### src/rtl/imem_sync_if.sv
// Bundle of fetch, loader and status signals for imem_sync.
// The master side drives requests and loader writes; the slave side is the memory.
`timescale 1ns/1ps
interface imem_sync_if #(
    parameter int unsigned DEPTH = 64
) ();
    localparam int unsigned AW = $clog2(DEPTH);

    logic          fetch_req;
    logic [31:0]   fetch_addr;
    logic          fetch_stall;
    logic          fetch_ready;
    logic          fetch_valid;
    logic [31:0]   fetch_data;
    logic          fetch_fault;
    logic          load_en;
    logic [AW-1:0] load_addr;
    logic [31:0]   load_data;
    logic          load_done;
    logic          mode_run;
    logic [31:0]   fetch_count;

    modport master (
        output fetch_req, fetch_addr, fetch_stall,
        output load_en, load_addr, load_data, load_done,
        input  fetch_ready, fetch_valid, fetch_data, fetch_fault,
        input  mode_run, fetch_count
    );

    modport slave (
        input  fetch_req, fetch_addr, fetch_stall,
        input  load_en, load_addr, load_data, load_done,
        output fetch_ready, fetch_valid, fetch_data, fetch_fault,
        output mode_run, fetch_count
    );
endinterface

### src/rtl/imem_sync.sv
// Instruction memory with a LOAD phase (loader writes words) and a RUN phase
// (one-cycle-latency fetches with alignment/range fault reporting).
`timescale 1ns/1ps
module imem_sync #(
    parameter int unsigned DEPTH         = 64,
    parameter logic [31:0] START_ADDRESS = 32'h0000_0000,
    parameter bit          BOOT_LOAD     = 1'b1,
    parameter logic [31:0] NOP_WORD      = 32'h0000_0013
) (
    input logic        clk,
    input logic        reset,
    imem_sync_if.slave bus
);
    localparam int unsigned AW = $clog2(DEPTH);

    typedef enum logic {
        S_LOAD = 1'b0,
        S_RUN  = 1'b1
    } state_e;

    localparam state_e BOOT_STATE = BOOT_LOAD ? S_LOAD : S_RUN;

    state_e        state_q, state_d;
    logic          fetch_valid_q, fetch_valid_d;
    logic [31:0]   fetch_data_q, fetch_data_d;
    logic          fetch_fault_q, fetch_fault_d;
    logic [31:0]   fetch_count_q, fetch_count_d;

    logic [31:0]   mem [DEPTH];

    logic          hold;
    logic          ready;
    logic          accept;
    logic [29:0]   word_idx;
    logic [AW-1:0] rd_idx;
    logic          req_fault;

    // NOTE: the memory array has no reset; its contents survive reset and it maps onto RAM.
    always_ff @(posedge clk) begin
        if (!reset && state_q == S_LOAD && bus.load_en) begin
            mem[bus.load_addr] <= bus.load_data;
        end
    end

    // NOTE: sequential state uses non-blocking assignments so every register samples pre-edge values.
    always_ff @(posedge clk) begin
        if (reset) begin
            state_q       <= BOOT_STATE;
            fetch_valid_q <= 1'b0;
            fetch_data_q  <= NOP_WORD;
            fetch_fault_q <= 1'b0;
            fetch_count_q <= 32'd0;
        end else begin
            state_q       <= state_d;
            fetch_valid_q <= fetch_valid_d;
            fetch_data_q  <= fetch_data_d;
            fetch_fault_q <= fetch_fault_d;
            fetch_count_q <= fetch_count_d;
        end
    end

    always_comb begin
        state_d = state_q;
        if (state_q == S_LOAD && bus.load_done) begin
            state_d = S_RUN;
        end
    end

    // Addresses below START_ADDRESS wrap to a huge index and land in the range fault.
    assign word_idx  = 30'((bus.fetch_addr - START_ADDRESS) >> 2);
    assign rd_idx    = word_idx[AW-1:0];
    assign req_fault = (bus.fetch_addr[1:0] != 2'b00) || (word_idx >= 30'(DEPTH));

    assign hold   = fetch_valid_q && bus.fetch_stall;
    assign ready  = (state_q == S_RUN) && !hold;
    assign accept = bus.fetch_req && ready;

    // NOTE: every always_comb output gets a default first so no path leaves it unassigned (no latch).
    always_comb begin
        fetch_valid_d = fetch_valid_q;
        fetch_data_d  = fetch_data_q;
        fetch_fault_d = fetch_fault_q;
        fetch_count_d = fetch_count_q;
        if (accept) begin
            fetch_valid_d = 1'b1;
            fetch_fault_d = req_fault;
            fetch_data_d  = req_fault ? NOP_WORD : mem[rd_idx];
            fetch_count_d = fetch_count_q + 32'd1;
        end else if (!hold) begin
            fetch_valid_d = 1'b0;
        end
    end

    assign bus.fetch_ready = ready;
    assign bus.fetch_valid = fetch_valid_q;
    assign bus.fetch_data  = fetch_data_q;
    assign bus.fetch_fault = fetch_fault_q;
    assign bus.mode_run    = (state_q == S_RUN);
    assign bus.fetch_count = fetch_count_q;
endmodule

### src/flat_wrapper.sv
// flat-port wrapper written by rule: the top's interface ports become plain ports
module imem_sync_flat 
#(
    parameter int unsigned DEPTH         = 64,
    parameter logic [31:0] START_ADDRESS = 32'h0000_0000,
    parameter bit          BOOT_LOAD     = 1'b1,
    parameter logic [31:0] NOP_WORD      = 32'h0000_0013
)
  (clk, reset, bus_fetch_req, bus_fetch_addr, bus_fetch_stall, bus_load_en, bus_load_addr, bus_load_data, bus_load_done, bus_fetch_ready, bus_fetch_valid, bus_fetch_data, bus_fetch_fault, bus_mode_run, bus_fetch_count);
  imem_sync_if #(.DEPTH(DEPTH)) bus_i ();
  input logic clk;
  input logic reset;
  input wire logic [$bits(bus_i.fetch_req)-1:0] bus_fetch_req;
  input wire logic [$bits(bus_i.fetch_addr)-1:0] bus_fetch_addr;
  input wire logic [$bits(bus_i.fetch_stall)-1:0] bus_fetch_stall;
  input wire logic [$bits(bus_i.load_en)-1:0] bus_load_en;
  input wire logic [$bits(bus_i.load_addr)-1:0] bus_load_addr;
  input wire logic [$bits(bus_i.load_data)-1:0] bus_load_data;
  input wire logic [$bits(bus_i.load_done)-1:0] bus_load_done;
  output wire logic [$bits(bus_i.fetch_ready)-1:0] bus_fetch_ready;
  output wire logic [$bits(bus_i.fetch_valid)-1:0] bus_fetch_valid;
  output wire logic [$bits(bus_i.fetch_data)-1:0] bus_fetch_data;
  output wire logic [$bits(bus_i.fetch_fault)-1:0] bus_fetch_fault;
  output wire logic [$bits(bus_i.mode_run)-1:0] bus_mode_run;
  output wire logic [$bits(bus_i.fetch_count)-1:0] bus_fetch_count;
  assign bus_i.fetch_req = bus_fetch_req;
  assign bus_i.fetch_addr = bus_fetch_addr;
  assign bus_i.fetch_stall = bus_fetch_stall;
  assign bus_i.load_en = bus_load_en;
  assign bus_i.load_addr = bus_load_addr;
  assign bus_i.load_data = bus_load_data;
  assign bus_i.load_done = bus_load_done;
  assign bus_fetch_ready = bus_i.fetch_ready;
  assign bus_fetch_valid = bus_i.fetch_valid;
  assign bus_fetch_data = bus_i.fetch_data;
  assign bus_fetch_fault = bus_i.fetch_fault;
  assign bus_mode_run = bus_i.mode_run;
  assign bus_fetch_count = bus_i.fetch_count;
  imem_sync #(.DEPTH(DEPTH), .START_ADDRESS(START_ADDRESS), .BOOT_LOAD(BOOT_LOAD), .NOP_WORD(NOP_WORD)) u_core (.clk(clk), .reset(reset), .bus(bus_i));
endmodule
### config.mk
export PLATFORM = sky130hd
export DESIGN_NAME = imem_sync_flat
export DESIGN_NICKNAME = d
export VERILOG_FILES = /design/src/rtl/imem_sync_if.sv /design/src/rtl/imem_sync.sv /design/src/flat_wrapper.sv
export SDC_FILE = /design/constraint.sdc
export NUM_CORES = 2
export LEC_CHECK = 0
export ABC_AREA = 1
export CAP_MARGIN = 5
export CORE_MARGIN = 4
export CORE_UTILIZATION = 56
export DETAILED_ROUTE_END_ITERATION = 12
export PLACE_DENSITY = 0.76
export SLEW_MARGIN = 20
export SYNTH_ARGS = -nofsm -noshare
export SYNTH_HDL_FRONTEND = slang
export SYNTH_SLANG_ARGS = --single-unit
### constraint.sdc
create_clock -name clk -period 3.5 [get_ports clk]
set_input_delay 0.7 -clock clk [delete_from_list [all_inputs] [get_ports clk]]
set_output_delay 0.7 -clock clk [all_outputs]
set_load 0.01 [all_outputs]
==> impl_summary.md <==
GRT
In the global route stage, overall resource usage came out at 0.306. The maximum number of pins on one net before global-route repair is 154. The initial antenna violation count is 14. The first-pass GRT wire length is 361000 um. The via count of the first global-routing pass is 56700. The total overflow left after global routing is 0.

Finish
Measured on the finished design, the core utilization comes to 0.645. Once layout is done, the placed cells without fillers occupy 0.0970 mm^2. The library cells used most frequently in the layout, excluding fill and tap cells, are sky130_fd_sc_hd__nand2_1 (2108), sky130_fd_sc_hd__edfxtp_1 (2048), sky130_fd_sc_hd__nand3_1 (1974). Compared with the post-synthesis result, the final layout area differs by 13.9%.

The total number of nets in the final design is 7340. Leaving out fill and tap cells, the most frequent cell in the layout is sky130_fd_sc_hd__nand2_1. The layout cell share with drive strength beyond 1 is 0.0947.

Logic synthesis
The largest area contributor in the netlist is sky130_fd_sc_hd__edfxtp_1. The warning count from the yosys run is 0. Of the post-synthesis cell area, the dominant cell type holds 0.722.

The sequential area share after synthesis is 0.738. Each instance of the synthesized netlist takes up on average 12.0 um^2. The number of unique standard cell types used by synthesis is 30.

After synthesis the netlist holds a flip-flop and latch count of 2115. Yosys attributes the largest share of cell area to sky130_fd_sc_hd__edfxtp_1 (72%), sky130_fd_sc_hd__nand3_1 (12%), sky130_fd_sc_hd__nand2_1 (9.3%). The net count after synthesis is around 7200. The post-synthesis cell area is between 0.08 and 0.09 mm^2. The most used flip-flop cell after synthesis is sky130_fd_sc_hd__edfxtp_1. The number of flops mapped to enable cells by yosys is 2048. Synthesis produced a netlist whose cell count is 7096. For this run, asynchronously set or reset flops after synthesis account for 0.

Clocking
Clock tree synthesis inserted a total of 200 buffers. The CTS tree is built. The total number of clock tree sinks is about 2100. CTS built an H-tree with a depth of 4. Clock tree synthesis selected as its root buffer the cell sky130_fd_sc_hd__clkbuf_16. After clock tree synthesis, the clock-pin slew on the worst setup and hold paths is 60 ps. The number of hold-repair buffers added at the cts stage is 0. After clock tree synthesis, the repair step resized 0 gates. The clock latency on the worst-skew pair is just over 800 ps. The number of setup buffers added after CTS is 0.

The clock passes through at most 3 buffers.

Placement
During placement, the flow inserted port buffers numbering 143. Once placement finished, the instance area stood at 0.0904 mm^2. After legalization and detailed placement, the total HPWL measured 138000 um.

Timing analysis after detailed placement gives a worst setup slack of between 400 and 500 ps. The congestion estimate from routability-driven global placement came to 0.885.

STA
The total count of max-transition violations in the final report is 0. The actual transition at the worst max-transition pin is 1140 ps. Setup repair after global routing left no endpoint under its margin. The worst clock skew on the final layout is about 30 ps. Adding up every negative setup slack in the final design gives 0 ps. The final hold violation count was 0. Measured against its own limit, the worst slew margin works out to 0.240. The maximum frequency from static timing analysis is roughly 0.34 GHz. The minimum period implied by the final worst setup slack is a little under 3000 ps. The final cycle utilization of the critical path is 0.840.

The number of failing setup endpoints in the final timing report is 0. The post-layout worst setup margin is 560 ps.

Power
Internal power comes to just over 40 mW. Summed over all cells, the static leakage comes to 34.0 nW. The relative contribution of sequential cells to total power is 0.527.

Of the total power, combinational logic draws 0.060. The share of power burned in the clock network is 0.413. The switching share of total power is 0.222. The total net switching power is about 12 mW. Power spread over the standard cell area amounts to ~540 mW/mm^2. VDD sags by at most 617 uV. The total power of the final layout is 52.7 mW.

Job
Max-cap violations in this run came to 0.

Die
The die is 398 um tall. After floorplanning, the core was sized to cover 0.150 mm^2. The initial standard-cell utilization of the core is 0.566. In this run the core area contains 142 standard-cell rows.

The die boundary width is 398 um. Pin placement for this block handled 144 I/O pins. The area of the die is 0.158 mm^2.

Route
The first TritonRoute pass finished after 7 iterations. After detailed routing, the total wire length is 245000 um. The overall via count from detail_route is 59600. The via density per instance is 6.30. The remaining design rule violation count is 0.

The number of nets with antenna violations after detailed routing is 0. In this run, the number of DRC markers left after iteration 0 of detailed routing was 9832. The average wire length per cell after detail routing is 26.0 um.

Critical path
The kind of launch point of the worst setup path is a register. The classification of the worst setup path is reg2out. The slowest cell on the critical path is sky130_fd_sc_hd__dfxtp_1. In this run the worst path has a maximum fanout of 2.

The data required time at the worst endpoint is 2800 ps. In this design, the largest share of critical-path delay is due to flip-flops. The worst setup path is captured at an output port.

Together, buffers and inverters on the worst path number 1. For the worst setup path, the data arrival time is 2240 ps. The largest stage delay on the critical path is between 700 and 800 ps. Walking the worst path, the cells encountered are clkdlybuf4s50_1.

Status
The flow ran to the end, and the final reports show no timing, DRC or antenna violations.

Hold path
The min-delay analysis places its worst path in the category in2reg.
## cell families (layout without fill, tap and decap cells)
group                      Yosys count  count (layout)  share of synthesized area
and+or+nand+nor                   4262            4262                      0.218
DFF                               2115            2115                      0.738
buffers and inverters              598             937                     0.0352
AOI/OAI and AO/OA                  112             112                    0.00802
xor gates and xnor gates             8               8                   0.000822
adders and majority gates            1               1                   0.000147
other                                0               2                          0
## cell type report
class	instances	area (um^2)
Sequential cell	2115	62800
Fill cell	10600	53400
Multi-Input combinational cell	4383	19900
Clock buffer	242	5350
Timing Repair Buffer	425	4690
Tap cell	2016	2520
Clock inverter	132	1230
Inverter	138	554
Antenna cell	2	5.00
## path summary, 6_finish.rpt
kind | start | to | slack, ps | cells past startpoint
worst min register to register | u_core.bus.fetch_data[15]$_SDFFE_PP0P_ | u_core.bus.fetch_data[15]$_SDFFE_PP0P_ | 470 | 2
worst max-delay path | u_core.bus.fetch_data[20]$_SDFFE_PP0P_ | bus_fetch_data[20] | 560 | 1
worst max register to register | u_core.bus.mode_run$_SDFFE_PP0P_ | u_core.bus.fetch_data[26]$_SDFFE_PP0P_ | 1400 | 6
worst min-delay path | bus_load_data[21] | u_core.mem[29][21]$_DFFE_PP_ | 180 | 1
## layer usage
metal / track usage / vias to the layer above / wire [um]
li1: - / 25600 / -
met3: 0.0826 / 735 / 35700
met5: 0 / - / 66
met2: 0.471 / 4718 / 112000
met4: 0.118 / 14 / 9950
met1: 0.421 / 28600 / 87600
## stage by stage
step	instances	hold slack [ps]
5_1_grt	9451	159
3_3_place_gp	9077	455
4_1_cts	9451	117
3_5_place_dp	9077	458
6_report	9453	177
2_1_floorplan	7096	490
## power groups by stage
stage          Clock (mW)  Sequential [mW]  Combinational, mW
3_5_place_dp            0             28.3               3.05
5_1_grt              23.0             27.8               3.36
2_1_floorplan           0             28.3               1.65
6_report             21.8             27.8               3.16
3_3_place_gp            0             28.3               2.98
4_1_cts              21.9             27.8               3.07
## Yosys cell counts (22+ instances only)
| cell | count |
|---|---|
| sky130_fd_sc_hd__nand3_1 | 1975 |
| sky130_fd_sc_hd__nor2_1 | 128 |
| sky130_fd_sc_hd__inv_1 | 133 |
| sky130_fd_sc_hd__buf_1 | 51 |
| sky130_fd_sc_hd__dfxtp_1 | 67 |
| sky130_fd_sc_hd__buf_2 | 237 |
| sky130_fd_sc_hd__o211ai_1 | 42 |
| sky130_fd_sc_hd__nand4_1 | 22 |
| sky130_fd_sc_hd__buf_6 | 30 |
| sky130_fd_sc_hd__buf_4 | 61 |
| sky130_fd_sc_hd__edfxtp_1 | 2048 |
| sky130_fd_sc_hd__clkbuf_1 | 81 |
| sky130_fd_sc_hd__nand2_1 | 2108 |
| sky130_fd_sc_hd__a21oi_1 | 48 |
## state kept, by name, summed over array words and instances, names as in the netlist
register,count
u_core.mem,2048
u_core.bus.mode_run,1
u_core.bus.fetch_valid,1
u_core.bus.fetch_data,32
u_core.bus.fetch_count,32
u_core.bus.fetch_fault,1
(Power assumes the default switching activity.)
